## config.mk

```make
export PLATFORM = sky130hd
export DESIGN_NAME = mips_fetch_unit
export DESIGN_NICKNAME = d
export VERILOG_FILES = /design/src/rtl/mips_fetch_unit.sv
export SDC_FILE = /design/constraint.sdc
export NUM_CORES = 1
export LEC_CHECK = 0
export ABC_AREA = 0
export BUFFER_PORTS_ARGS = -buffer_cell sky130_fd_sc_hd__clkbuf_2
export CAP_MARGIN = 25
export CORE_ASPECT_RATIO = 0.75
export CORE_UTILIZATION = 50
export DETAILED_ROUTE_END_ITERATION = 6
export GPL_ROUTABILITY_DRIVEN = 0
export PLACE_DENSITY = 0.73
export SLEW_MARGIN = 20
export SYNTH_ARGS = -nofsm -noshare
export SYNTH_HDL_FRONTEND = slang
export SYNTH_SLANG_ARGS = --single-unit
```

## constraint.sdc

```tcl
create_clock -name clk -period 2.6 [get_ports clk]
set_input_delay 0.78 -clock clk [delete_from_list [all_inputs] [get_ports clk]]
set_output_delay 0.78 -clock clk [all_outputs]
set_load 0.005 [all_outputs]
```

## src/rtl/mips_fetch_unit.sv

```systemverilog
// Multicycle instruction fetch: builds a 32-bit instruction from 32/WIDTH memory beats.
// Optional fetch timeout is enabled by defining FETCH_TIMEOUT_EN.
module mips_fetch_unit #(
  parameter int unsigned WIDTH   = 8,
  parameter int unsigned ADRBITS = 8,
  parameter int unsigned TIMEOUT = 16
) (
  input  logic               clk,
  input  logic               rst,
  input  logic               fetch_req,
  input  logic [ADRBITS-1:0] pc,
  input  logic               flush,
  output logic               mem_req,
  output logic [ADRBITS-1:0] mem_adr,
  input  logic [WIDTH-1:0]   mem_rdata,
  input  logic               mem_ack,
  output logic [31:0]        instr,
  output logic               instr_valid,
  output logic               busy,
  output logic               fetch_err
);

  localparam int unsigned NBEATS = 32 / WIDTH;
  localparam int unsigned BW     = (NBEATS > 1) ? $clog2(NBEATS) : 1;
  localparam logic [BW-1:0] LastBeat = BW'(NBEATS - 1);

  if (WIDTH != 8 && WIDTH != 16 && WIDTH != 32) begin : g_bad_width
    $error("mips_fetch_unit: WIDTH must be 8, 16 or 32");
  end
  if (TIMEOUT < 2) begin : g_bad_timeout
    $error("mips_fetch_unit: TIMEOUT must be at least 2");
  end

  typedef enum logic [1:0] {StIdle, StReq, StDone} state_e;

  state_e             state_q, state_d;
  logic [ADRBITS-1:0] base_q, base_d;
  logic [BW-1:0]      beat_q, beat_d;
  logic [31:0]        shadow_q, shadow_d;
  logic [31:0]        instr_q, instr_d;
  logic               err_q, err_d;
  logic               timeout;

`ifdef FETCH_TIMEOUT_EN
  localparam int unsigned CW = $clog2(TIMEOUT + 1);

  logic [CW-1:0] wait_q, wait_d;

  // Held at zero outside REQ so every REQ entry starts a fresh count.
  always_comb begin
    wait_d = '0;
    if (state_q == StReq && !mem_ack) begin
      wait_d = wait_q + 1'b1;
    end
  end

  assign timeout = (state_q == StReq) && !mem_ack && (wait_q == CW'(TIMEOUT - 1));

  always_ff @(posedge clk or negedge rst) begin
    if (!rst) begin
      wait_q <= '0;
    end else begin
      wait_q <= wait_d;
    end
  end
`else
  assign timeout = 1'b0;
`endif

  always_comb begin
    state_d  = state_q;
    base_d   = base_q;
    beat_d   = beat_q;
    shadow_d = shadow_q;
    instr_d  = instr_q;
    err_d    = 1'b0;
    unique case (state_q)
      StIdle: begin
        if (fetch_req) begin
          state_d = StReq;
          base_d  = pc;
          beat_d  = '0;
        end
      end
      StReq: begin
        if (mem_ack) begin
          shadow_d[int'(beat_q) * WIDTH +: WIDTH] = mem_rdata;
          if (beat_q == LastBeat) begin
            state_d = StDone;
            instr_d = shadow_d;
          end else begin
            beat_d = beat_q + 1'b1;
          end
        end else if (timeout) begin
          state_d = StIdle;
          err_d   = 1'b1;
        end
      end
      StDone: begin
        state_d = StIdle;
      end
      default: begin
        state_d = StIdle;
      end
    endcase
    // Flush overrides everything, including a completing last beat and a timeout.
    if (flush) begin
      state_d  = StIdle;
      beat_d   = '0;
      shadow_d = shadow_q;
      instr_d  = instr_q;
      err_d    = 1'b0;
    end
  end

  always_ff @(posedge clk or negedge rst) begin
    if (!rst) begin
      state_q  <= StIdle;
      base_q   <= '0;
      beat_q   <= '0;
      shadow_q <= '0;
      instr_q  <= '0;
      err_q    <= 1'b0;
    end else begin
      state_q  <= state_d;
      base_q   <= base_d;
      beat_q   <= beat_d;
      shadow_q <= shadow_d;
      instr_q  <= instr_d;
      err_q    <= err_d;
    end
  end

  assign mem_req     = (state_q == StReq);
  assign mem_adr     = mem_req ? base_q + ADRBITS'(beat_q) : '0;
  assign instr       = instr_q;
  assign instr_valid = (state_q == StDone);
  assign busy        = (state_q != StIdle);
  assign fetch_err   = err_q;

endmodule
```

=== Word-level counts from Yosys, hierarchy flattened ===
Index checks and enable logic that the tools add are counted.

* Logic and storage cells: 38
* Flip-flop bits (word level): 76
* Output and inout port bits: 44

* Add/subtract/negate cells: 3
* Reductions and logical operators: 8
* Bitwise logic cells: 1
* Muxes and demuxes: 12
* Shift-type cells: 2
* Equality and inequality tests: 7

{| class="wikitable"
|+ Operators with widths
! operator !! number
|-
| $neg A5 Y34 || 1
|-
| $shift A8 B34 Y32 const A || 1
|-
| $shiftx A8 B34 Y32 || 1
|-
| $bwmux W32 || 1
|-
| $mux W2 || 8
|-
| $add A8 B2 Y8 || 1
|-
| $mux W8 || 1
|-
| $pmux W2 S2 || 2
|-
| $reduce_and A4 Y1 || 2
|-
| $ne A3 B2 Y1 const B || 2
|-
| $ne A3 B3 Y1 const B || 2
|-
| $reduce_and A3 Y1 || 2
|-
| $eq A2 B2 Y1 const B || 2
|-
| $reduce_bool A3 Y1 || 1
|-
| $add A2 B1 Y2 const B || 1
|-
| $eq A2 B1 Y1 const B || 1
|-
| $logic_not A2 Y1 || 1
|-
| $reduce_and A2 Y1 || 1
|-
| $reduce_bool A2 Y1 || 1
|-
| $not A1 Y1 || 1
|}

=== Longest topological paths before layout ===
Gate-level depths: netlist (run 1).

* Depth after elaboration: 5
* Mapped depth: 7

=== Worst setup path after synthesis (run 1) ===
No wires, ideal clock.

* Path type: register to output
* Start: register beat_q[0]
* End: output port mem_adr[6]
* Cell stages (with the launch flop): 6
* Required time: 1.820 ns
* Setup slack: 0.389 ns
* Arrival time: 1.431 ns
* Path through: dfrtp_1 > ha_1 > fa_1 > inv_1 > or3_1 > a21oi_1

* Cells in the longest elaborated chain, start to end: 2

{| class="wikitable"
|+ Ends and longest elaborated chain
! item !! line !! text
|-
| start, declared || 38 || <nowiki>logic [BW-1:0] beat_q, beat_d;</nowiki>
|-
| start signal, assigned || 127 || <nowiki>beat_q <= beat_d;</nowiki>
|-
| $add A8 B2 Y8 || 135 || <nowiki>assign mem_adr = mem_req ? base_q + ADRBITS'(beat_q) : '0;</nowiki>
|-
| $mux W8 || 135 ||
|-
| end, declared || 14 || <nowiki>output logic [ADRBITS-1:0] mem_adr,</nowiki>
|}

Every way passes these cells.

=== Final worst setup path (run 1) ===
* Start: register beat_q[1]
* End: output port mem_adr[7]

The elaborated chain is that of the path after synthesis.

==> results of run 1 <==
state kept, by name (all words and copies together) (netlist names):
signal and cells:
beat_q 2, shadow_q 24, base_q 8, instr 32
state_q 2
final cells by class:
class	count	area, sq um	share of cell area [%]
clock buffers	11	131	3.38
clock inverters	5	52.6	1.35
inverters	11	53.8	1.38
multi-input cells	151	1450	37.3
well taps	81	101	2.61
repair buffers	72	395	10.2
flip-flops and latches	68	1700	43.8
synth_stat cells (4+ instances only):
library cell / count / share of area (%)
sky130_fd_sc_hd__and2_1: 4 / 0.76
sky130_fd_sc_hd__or3_1: 5 / 0.95
sky130_fd_sc_hd__dfrtp_1: 68 / 52
sky130_fd_sc_hd__nand2_1: 5 / 0.57
sky130_fd_sc_hd__inv_1: 10 / 1.1
sky130_fd_sc_hd__a21oi_1: 6 / 0.91
sky130_fd_sc_hd__mux2_4: 19 / 8.7
sky130_fd_sc_hd__a32o_1: 13 / 4.0
sky130_fd_sc_hd__buf_1: 9 / 1.0
sky130_fd_sc_hd__mux2_2: 13 / 4.4
sky130_fd_sc_hd__ha_1: 7 / 2.7
sky130_fd_sc_hd__a22o_1: 43 / 11
metrics by stage:
stage	utilization (%)	hold WS, ns
global placement	57.4	0.484
global route	61.5	0.466
CTS	61.1	0.459
detailed placement	57.4	0.483
finish	61.5	0.439
floorplan	-	0.466
metal layers:
layer / share of wire, % / GRT usage (%)
met5: 0 / 0
met4: 0.79 / 7.30
met3: 6.5 / 7.23
met2: 46 / 32.9
met1: 47 / 32.0
timing repair:
item	4_1_cts	5_1_grt
hold endpoints to repair	0	0
gates resized for setup	5	5
endpoints found under the setup margin	4	5
setup buffers	4	0
pin swaps	4	2
worst reg2reg max path, stage by stage (launching register included):
cell                      delay [ns]
sky130_fd_sc_hd__dfrtp_1        0.40
sky130_fd_sc_hd__buf_4          0.18
sky130_fd_sc_hd__ha_1           0.23
sky130_fd_sc_hd__nand2_1        0.08
sky130_fd_sc_hd__or3_1          0.55
sky130_fd_sc_hd__inv_12         0.27
sky130_fd_sc_hd__mux2_2         0.37
worst paths after layout:
kind | slack, ns | endpoint | cells after the start
min in group clk | 0.50 | shadow_q[15]$_DFFE_PN0P_ | 1
setup / recovery | 0.04 | mem_adr[7] | 5
hold reg to reg | 0.50 | shadow_q[15]$_DFFE_PN0P_ | 1
hold / removal | 0.44 | base_q[6]$_DFFE_PN0P_ | 2
setup reg to reg | 0.41 | instr[3]$_DFFE_PN0P_ | 6
max in group asynchronous | 1.87 | instr[18]$_DFFE_PN0P_ | 2
where the power goes:
part	switching, uW	total [uW]	internal [uW]
registers	44.9	1160	1110
clock network	391	829	439
logic	126	242	117
total	561	2230	1670
logic make-up after synthesis:
logic type / count (synthesis) / share of synthesized area [%]
adders and majority gates: 8 / 3.27
muxes: 32 / 13.1
buffers and inverters: 30 / 5.63
AOI/OAI and AO/OA: 69 / 17.7
DFF: 68 / 51.7
other: 1 / 0.114
and+or+nand+nor: 39 / 7.95
xor gates and xnor gates: 2 / 0.532
==> metrics.md, run 1 <==
| Metric | Value |
|---|---|
| Layout-stage area growth over the synthesis result | `18.1%` |
| Pre-Repair DR Iteration Count | `4` |
| Largest stage delay, worst path | `roughly 0.43 ns` |
| Pins Over Slew Limit | `0` |
| Total global-route track usage | `22.5%` |
| Overall routed net length | `6990 um` |
| Slack of the critical path | `approximately 0.040 ns` |
| Total number of nets in the final design | `342` |
| Post-Syn Nets | `about 280` |
| Total via count in the routed design | `between 2000 and 2500` |
| Standard cell core area | `about 0.0063 sq mm` |
| Async set-or-reset flop fraction in the synthesized netlist | `100%` |
| Post-synthesis sequential area ratio | `between 50% and 60%` |
| Unrepaired setup endpoints after global routing | `true` |
| Antenna violations before repair | `0` |
| Die Span Y | `between 70 and 80 um` |
| Num rows | `25` |
| Count of warnings emitted by yosys | `0` |
| Clock Tree Buf Depth | `2` |
| Critical path's slowest cell | `sky130_fd_sc_hd__dfrtp_1` |
| Register clock-pin slew on the reported worst setup and hold paths | `about 0.07 ns` |
| Global route total overflow | `0` |
| Total Power Consumption | `roughly 2200 uW` |
| Routed Antenna Nets | `0` |
| Prevailing post-synth register cell | `sky130_fd_sc_hd__dfrtp_1` |
| Kind of capture point of the worst setup path | `primary output` |
| Post-Synthesis Mean Instance Area | `approximately 13 sq um` |
| Post-route fraction of the period consumed by the critical path | `98.5%` |
| Number of setup violations in the final report | `0` |
| Worst min-delay path class | `in2async` |
| Die boundary width | `between 90 and 100 um` |
| Result of the run | `finished, final reports clean` |
| Largest delay share family, worst path | `flip-flops` |
| Worst Setup Slack post-DPL | `0.289 ns` |
| Critical path buffers and inverters | `1` |
| Count of buffers inserted at the top-level ports | `63` |
| Number of violations of the max-capacitance limit | `0` |
| Leakage | `0.00194 uW` |
| Power density cells | `roughly 570 mW/mm^2` |
| Number of enable flip-flop cells after synthesis | `0` |
| Maximum vdd drop | `0.329 mV` |
| Initial core utilization | `approximately 52%` |
| Later-pin clock latency in the skew report | `roughly 0.34 ns` |
| Clock sink count | `68` |
| Synthesis-stage register bit count | `between 60 and 70` |
| Cts hold-fix bufs | `0` |
| Commonest non-fill, non-tap cells in the layout | `sky130_fd_sc_hd__dfrtp_1, sky130_fd_sc_hd__clkbuf_2, sky130_fd_sc_hd__a22o_1` |
| Data required time of the worst path | `~1.8 ns` |
| Signal arrival time at the worst endpoint | `roughly 1.8 ns` |
| Unique cell type count in the Yosys netlist | `43` |
| Setup skew after layout | `roughly 0.0075 ns` |
| Proportion of layout cells with a drive suffix above 1 | `around two fifths` |
| Area of placed instances | `~0.0036 sq mm` |
| Count of unresolved DRC violations after routing | `0` |
| Total standard cell area after synthesis | `roughly 0.0033 sq mm` |
| Boundary Pins | `65` |
| Instance count after placement with tap cells included | `around 380` |
| Crit path from | `beat_q[1]$_DFFE_PN0P_` |
| Pin count of the biggest net entering global routing | `69` |
| CTS tree | `built` |
| H-tree level count | `3` |
| DRT iter0 DRCs | `between 100 and 150` |
| Gate count after technology mapping | `249` |
| Avg Vias per Cell | `roughly 5.8` |
| Sum of negative setup slack | `0 ns` |
| Hold violation total from the final report | `0` |
| Worst Max-Slew Pin Slew | `between 0.5 and 0.6 ns` |
| Final cell area excluding filler cells | `0.00389 sq mm` |
| Vias in the first global route | `around 2300` |
| Count of inserted antenna diode cells | `0` |
| DIE AREA | `a little under 0.007 sq mm` |
| Most common library cell in the layout ignoring fill and taps | `sky130_fd_sc_hd__dfrtp_1` |
| Critical-path cell list | `ha_4 > a21oi_4 > or4_1 > a21oi_2 > buf_2` |
| Start of the worst register-to-register path | `beat_q[0]$_DFFE_PN0P_` |
| First-pass GRT wire length | `~12000 um` |
| Clock buffer count from CTS | `9` |
| Total half-perimeter wirelength after legalization and detailed placement | `around 4800 um` |
| Startpoint type of the worst setup path | `register` |
| Max Freq | `about 390 MHz` |
| CTS Root Cell | `sky130_fd_sc_hd__clkbuf_8` |
| Final critical path time including I/O delays and setup | `2.56 ns` |
| Post-layout instance count excluding filler cells | `399` |
| Fillers | `526` |
| Type of the worst setup path | `reg2out` |
| Routed wire per std cell | `17.5 um` |
| Worst slew slack as a fraction of its limit | `between 60 and 70%` |
| Worst-path fanout max | `6` |
No activity file was read; power rests on OpenSTA's default activity.
==> run 2, diff against run 1 <==
GPL_TIMING_DRIVEN = 0   (was not set)
SKIP_CTS_REPAIR_TIMING = 1   (was not set)
==> metrics.md, run 2 (same netlist as run 1, synthesis figures left out) <==
| Metric | Value |
|---|---|
| Leakage | `0.00198 uW` |
| Top layer reached by signal wires | `met4` |
| Internal Power | `about 1800 uW` |
| Max Freq | `380 MHz` |
| Count of buffers inserted at the top-level ports | `55` |
| Layout-stage area growth over the synthesis result | `22.3%` |
| DRT iter0 DRCs | `roughly 100` |
| Clock buffer count from CTS | `9` |
| Global route total overflow | `0` |
| Boundary Pins | `65` |
| NetSw | `around 580 uW` |
| Overall routed net length | `around 7400 um` |
| Register clock-pin slew on the reported worst setup and hold paths | `~0.080 ns` |
| CTS tree | `built` |
| Hold violation total from the final report | `0` |
| Total routed wire length on the met1 layer | `3470 um` |
| Met2 wire len | `between 3000 and 4000 um` |
| Data required time of the worst path | `roughly 1.8 ns` |
| Count of unresolved DRC violations after routing | `0` |
| Worst Max-Slew Pin Slew | `~0.52 ns` |
| Largest register FFs | `32` |
| Crit path from | `beat_q[0]$_DFFE_PN0P_` |
| Worst-path fanout max | `4` |
| Antenna violations before repair | `0` |
| Combinational fraction of design power | `between 10% and 20%` |
| Die Span Y | `a little over 70 um` |
| Final critical path time including I/O delays and setup | `approximately 2.6 ns` |
| Later-pin clock latency in the skew report | `between 0.3 and 0.4 ns` |
| Number of setup violations in the final report | `1` |
| Routed wire per std cell | `18.1 um` |
| Sum of met3 wire segment lengths after detailed routing | `~480 um` |
| First-pass GRT wire length | `around 12000 um` |
| Clock sink count | `slightly below 70` |
| Seq pwr share | `a little under half` |
| H-tree level count | `3` |
| Worst slew slack as a fraction of its limit | `approximately two thirds` |
| Vias in the first global route | `between 2000 and 2500` |
| Total number of nets in the final design | `350` |
| Signal arrival time at the worst endpoint | `1.85 ns` |
| Unrepaired setup endpoints after global routing | `true` |
| DIE AREA | `approximately 0.0069 sq mm` |
| Total via count in the routed design | `2319` |
| Startpoint type of the worst setup path | `register` |
| Commonest non-fill, non-tap cells in the layout | `sky130_fd_sc_hd__dfrtp_1, sky130_fd_sc_hd__clkbuf_2, sky130_fd_sc_hd__a22o_1` |
| Kind of capture point of the worst setup path | `primary output` |
| CTS Root Cell | `sky130_fd_sc_hd__clkbuf_8` |
| Avg Vias per Cell | `about 5.7` |
| Slack of the critical path | `-0.0311 ns` |
| Clock power share | `41.9%` |
| Total half-perimeter wirelength after legalization and detailed placement | `around 4800 um` |
| Pins Over Slew Limit | `0` |
| Number of violations of the max-capacitance limit | `0` |
| Total global-route track usage | `a little under a quarter` |
| Proportion of total power due to net switching | `a little under a quarter` |
| Num rows | `25` |
| Most common library cell in the layout ignoring fill and taps | `sky130_fd_sc_hd__dfrtp_1` |
| Result of the run | `finished, violations left` |
| Setup skew after layout | `around 0.01 ns` |
| Pin count of the biggest net entering global routing | `slightly above 40` |
| Standard cell core area | `around 0.0063 sq mm` |
| Proportion of layout cells with a drive suffix above 1 | `40.8%` |
| Pre-Repair DR Iteration Count | `4` |
| Die boundary width | `about 96 um` |
| Post-route fraction of the period consumed by the critical path | `101%` |
| Clock Tree Buf Depth | `2` |
| Power density cells | `around 600 mW/mm^2` |
| Routed Antenna Nets | `0` |
| Start of the worst register-to-register path | `beat_q[0]$_DFFE_PN0P_` |
| Violations in the final reports | `setup timing` |
| Count of inserted antenna diode cells | `0` |
| Maximum vdd drop | `approximately 0.37 mV` |
| Type of the worst setup path | `reg2out` |
| Worst min-delay path class | `in2async` |
| Worst Setup Slack post-DPL | `0.134 ns` |
| Total Power Consumption | `2420 uW` |
| Initial core utilization | `between 50% and 60%` |
-- run 2: cell types whose count changed in the layout (fill, tap and decap cells not counted), sizes merged --
cell	before	now
clkbuf	72	68
bufinv	1	2
clkinv	3	2
buf	11	24
clkinvlp	1	0
-- run 2: through the flow --
step	hold WS, ns	std cells	utilization, %	cell area, sq um	TNS [ns]
after floorplan	0.466	249	-	3290	0
after CTS	0.385	402	62.1	3930	-0.672
after global routing	0.398	407	63.7	4020	-0.292
final	0.384	407	63.7	4020	-0.0311
after global placement	0.484	385	58.0	3670	0
after detailed placement	0.484	386	58.4	3690	0
-- run 2: metal layers --
metal,vias up,track usage (%)
met4,0,7.13
met5,-,0
met2,68,33.7
li1,1081,-
met3,4,5.97
met1,1166,34.8
-- run 2: power groups by stage --
stage                     registers [uW]  logic [uW]  clock network, uW
after floorplan                     1160         144                  0
after global placement              1170         219                  0
after detailed placement            1180         226                  0
after CTS                           1160         228               1030
after global routing                1170         271               1080
final                               1160         243               1020
-- run 2: critical path: stages, from the launching register on --
cell                       delay [ns]
sky130_fd_sc_hd__dfrtp_2         0.44
sky130_fd_sc_hd__ha_4            0.18
sky130_fd_sc_hd__fa_2            0.35
sky130_fd_sc_hd__buf_4           0.15
sky130_fd_sc_hd__nand3_2         0.07
sky130_fd_sc_hd__xor2_1          0.16
sky130_fd_sc_hd__nor2_1          0.06
sky130_fd_sc_hd__clkbuf_2        0.11
-- run 2: path summary, 6_finish.rpt --
check	to	slack [ns]	cells past startpoint
max in group asynchronous	base_q[2]$_DFFE_PN0P_	1.66	2
setup / recovery	mem_adr[4]	-0.03	7
hold reg to reg	shadow_q[20]$_DFFE_PN0P_	0.50	1
setup reg to reg	shadow_q[3]$_DFFE_PN0P_	0.20	8
hold / removal	instr[24]$_DFFE_PN0P_	0.38	1
min in group clk	shadow_q[20]$_DFFE_PN0P_	0.50	1
-- run 2: layout make-up --
cell class / count / area [sq um]
fill: 510 / 2290
buffer: 19 / 131
tap: 81 / 101
clock inverter: 4 / 70.1
sequential: 68 / 1710
inverter: 11 / 53.8
multi-input combinational: 151 / 1460
timing repair buffer: 61 / 335
clock buffer: 12 / 165
==> run 3, diff against run 2 <==
CORE_MARGIN = 4   (was not set)
RECOVER_POWER = 25   (was not set)
==> metrics.md, run 3 (same netlist as run 1, synthesis figures left out) <==
| Metric | Value |
|---|---|
| Result of the run | `finished, final reports clean` |
| Clock sink count | `a little under 70` |
| Standard cell core area | `0.00635 sq mm` |
| Final critical path time including I/O delays and setup | `2.58 ns` |
| Start of the worst register-to-register path | `beat_q[0]$_DFFE_PN0P_` |
| H-tree level count | `3` |
| Flip-flop and latch area | `between 0.0015 and 0.002 sq mm` |
| Top layer reached by signal wires | `met4` |
| Power density cells | `roughly 570 mW/mm^2` |
| Signal arrival time at the worst endpoint | `approximately 1.8 ns` |
| Worst-path fanout max | `6` |
| Global route total overflow | `0` |
| Maximum vdd drop | `just over 0.4 mV` |
| CTS Root Cell | `sky130_fd_sc_hd__clkbuf_8` |
| Register clock-pin slew on the reported worst setup and hold paths | `roughly 0.070 ns` |
| Fillers | `510` |
| Largest register FFs | `32` |
| Num rows | `25` |
| Kind of capture point of the worst setup path | `primary output` |
| Data required time of the worst path | `around 1.8 ns` |
| Avg Vias per Cell | `between 5 and 6` |
| Largest stage delay, worst path | `~0.45 ns` |
| Sum of met3 wire segment lengths after detailed routing | `555 um` |
| Overall routed net length | `approximately 7500 um` |
| Routed wire per std cell | `roughly 18 um` |
| Die boundary width | `~100 um` |
| Critical-path cell list | `ha_4 > a21oi_4 > or4_4 > a21oi_2 > buf_2` |
| Number of violations of the max-capacitance limit | `0` |
| Worst Setup Slack post-DPL | `about 0.09 ns` |
| CTS tree | `built` |
| Largest delay share family, worst path | `flip-flops` |
| Pre-Repair DR Iteration Count | `4` |
| Critical path's slowest cell | `sky130_fd_sc_hd__dfrtp_2` |
| Count of buffers inserted at the top-level ports | `between 50 and 60` |
| Total via count in the routed design | `between 2000 and 2500` |
| Hold_sp | `shadow_q[15]$_DFFE_PN0P_` |
| Clock Tree Buf Depth | `2` |
| Total routed wire length on the met1 layer | `3440 um` |
| Number of setup violations in the final report | `0` |
| Total number of nets in the final design | `350` |
| Area of combinational cells with multiple inputs | `~0.0015 sq mm` |
| Leakage | `about 0.002 uW` |
| Met2 wire len | `3410 um` |
| Die Span Y | `about 78 um` |
| Startpoint type of the worst setup path | `register` |
| Final Hold Slack | `just over 0.5 ns` |
| Proportion of layout cells with a drive suffix above 1 | `between 30 and 40%` |
| DIE AREA | `between 0.007 and 0.008 sq mm` |
| Antenna violations before repair | `0` |
| Type of the worst setup path | `reg2out` |
| Critical path buffers and inverters | `1` |
| Total global-route track usage | `19.8%` |
| Commonest non-fill, non-tap cells in the layout | `sky130_fd_sc_hd__dfrtp_1, sky130_fd_sc_hd__clkbuf_2, sky130_fd_sc_hd__a22o_1` |
| Total half-perimeter wirelength after legalization and detailed placement | `about 5000 um` |
| Clock buffer count from CTS | `9` |
| Vias in the first global route | `about 2400` |
| Count of unresolved DRC violations after routing | `0` |
| Worst slew slack as a fraction of its limit | `between 10% and 20%` |
| Most common library cell in the layout ignoring fill and taps | `sky130_fd_sc_hd__dfrtp_1` |
| First-pass GRT wire length | `around 12000 um` |
| Setup skew after layout | `around 0.0090 ns` |
| Routed Antenna Nets | `0` |
| DRT iter0 DRCs | `136` |
| Pins Over Slew Limit | `0` |
| Layout-stage area growth over the synthesis result | `21.3%` |
| Hold violation total from the final report | `0` |
| Slack of the critical path | `about 0.019 ns` |
| Post-route fraction of the period consumed by the critical path | `between 90% and 100%` |
| Boundary Pins | `65` |
| Initial core utilization | `slightly above 50%` |
| Worst Max-Slew Pin Slew | `around 1.3 ns` |
| Count of inserted antenna diode cells | `0` |
| Flop-to-flop setup slack | `0.27 ns` |
| Worst min-delay path class | `reg2reg` |
| Pin count of the biggest net entering global routing | `48` |
| Unrepaired setup endpoints after global routing | `true` |
| Max Freq | `387 MHz` |
| Later-pin clock latency in the skew report | `between 0.3 and 0.4 ns` |
| Crit path from | `beat_q[1]$_DFFE_PN0P_` |
run 3: cell count changes in the layout (fill, tap and decap cells not counted), sizes merged:
cell,delta
bufinv,-1
clkinv,+1
clkinvlp,+2
clkbuf,-2
run 3: path summary, 6_finish.rpt:
kind / to / cells past startpoint
setup / recovery: mem_adr[7] / 5
hold / removal: shadow_q[15]$_DFFE_PN0P_ / 1
setup reg to reg: shadow_q[5]$_DFFE_PN0P_ / 8
hold reg to reg: shadow_q[15]$_DFFE_PN0P_ / 1
max in group asynchronous: beat_q[1]$_DFFE_PN0P_ / 2
min in group asynchronous: instr[25]$_DFFE_PN0P_ / 1
run 3: report_power, final:
| part | internal (uW) | switching (uW) | total, uW | leakage [uW] |
|---|---|---|---|---|
| Combinational | 118 | 132 | 250 | 0.000943 |
| Sequential | 1110 | 45.4 | 1160 | 0.000918 |
| Clock | 467 | 419 | 886 | 0.0000983 |
run 3: routing by layer:
metal,track usage (%),up-vias
met4,7.30,0
li1,-,1076
met5,0,-
met2,28.9,77
met1,27.5,1173
met3,6.13,11
run 3: area by class of cell:
| class | count | share of cell area [%] |
|---|---|---|
| well taps | 81 | 2.54 |
| plain buffers | 19 | 3.29 |
| clock inverters | 6 | 1.60 |
| multi-input cells | 151 | 36.6 |
| flip-flops and latches | 68 | 42.7 |
| clock buffers | 10 | 3.45 |
| inverters | 11 | 1.35 |
| repair buffers | 61 | 8.50 |
run 3: stage by stage:
| step | setup TNS (ns) | instances | cell area, sq um | power, uW | util (%) |
|---|---|---|---|---|---|
| 2_1_floorplan | 0 | 249 | 3290 | 1310 | - |
| 3_3_place_gp | 0 | 385 | 3670 | 1390 | 57.8 |
| 3_5_place_dp | 0 | 386 | 3700 | 1400 | 58.2 |
| 4_1_cts | -0.746 | 402 | 3900 | 2290 | 61.4 |
| 5_1_grt | -0.130 | 407 | 3990 | 2390 | 62.8 |
| 6_report | 0 | 407 | 3990 | 2290 | 62.8 |
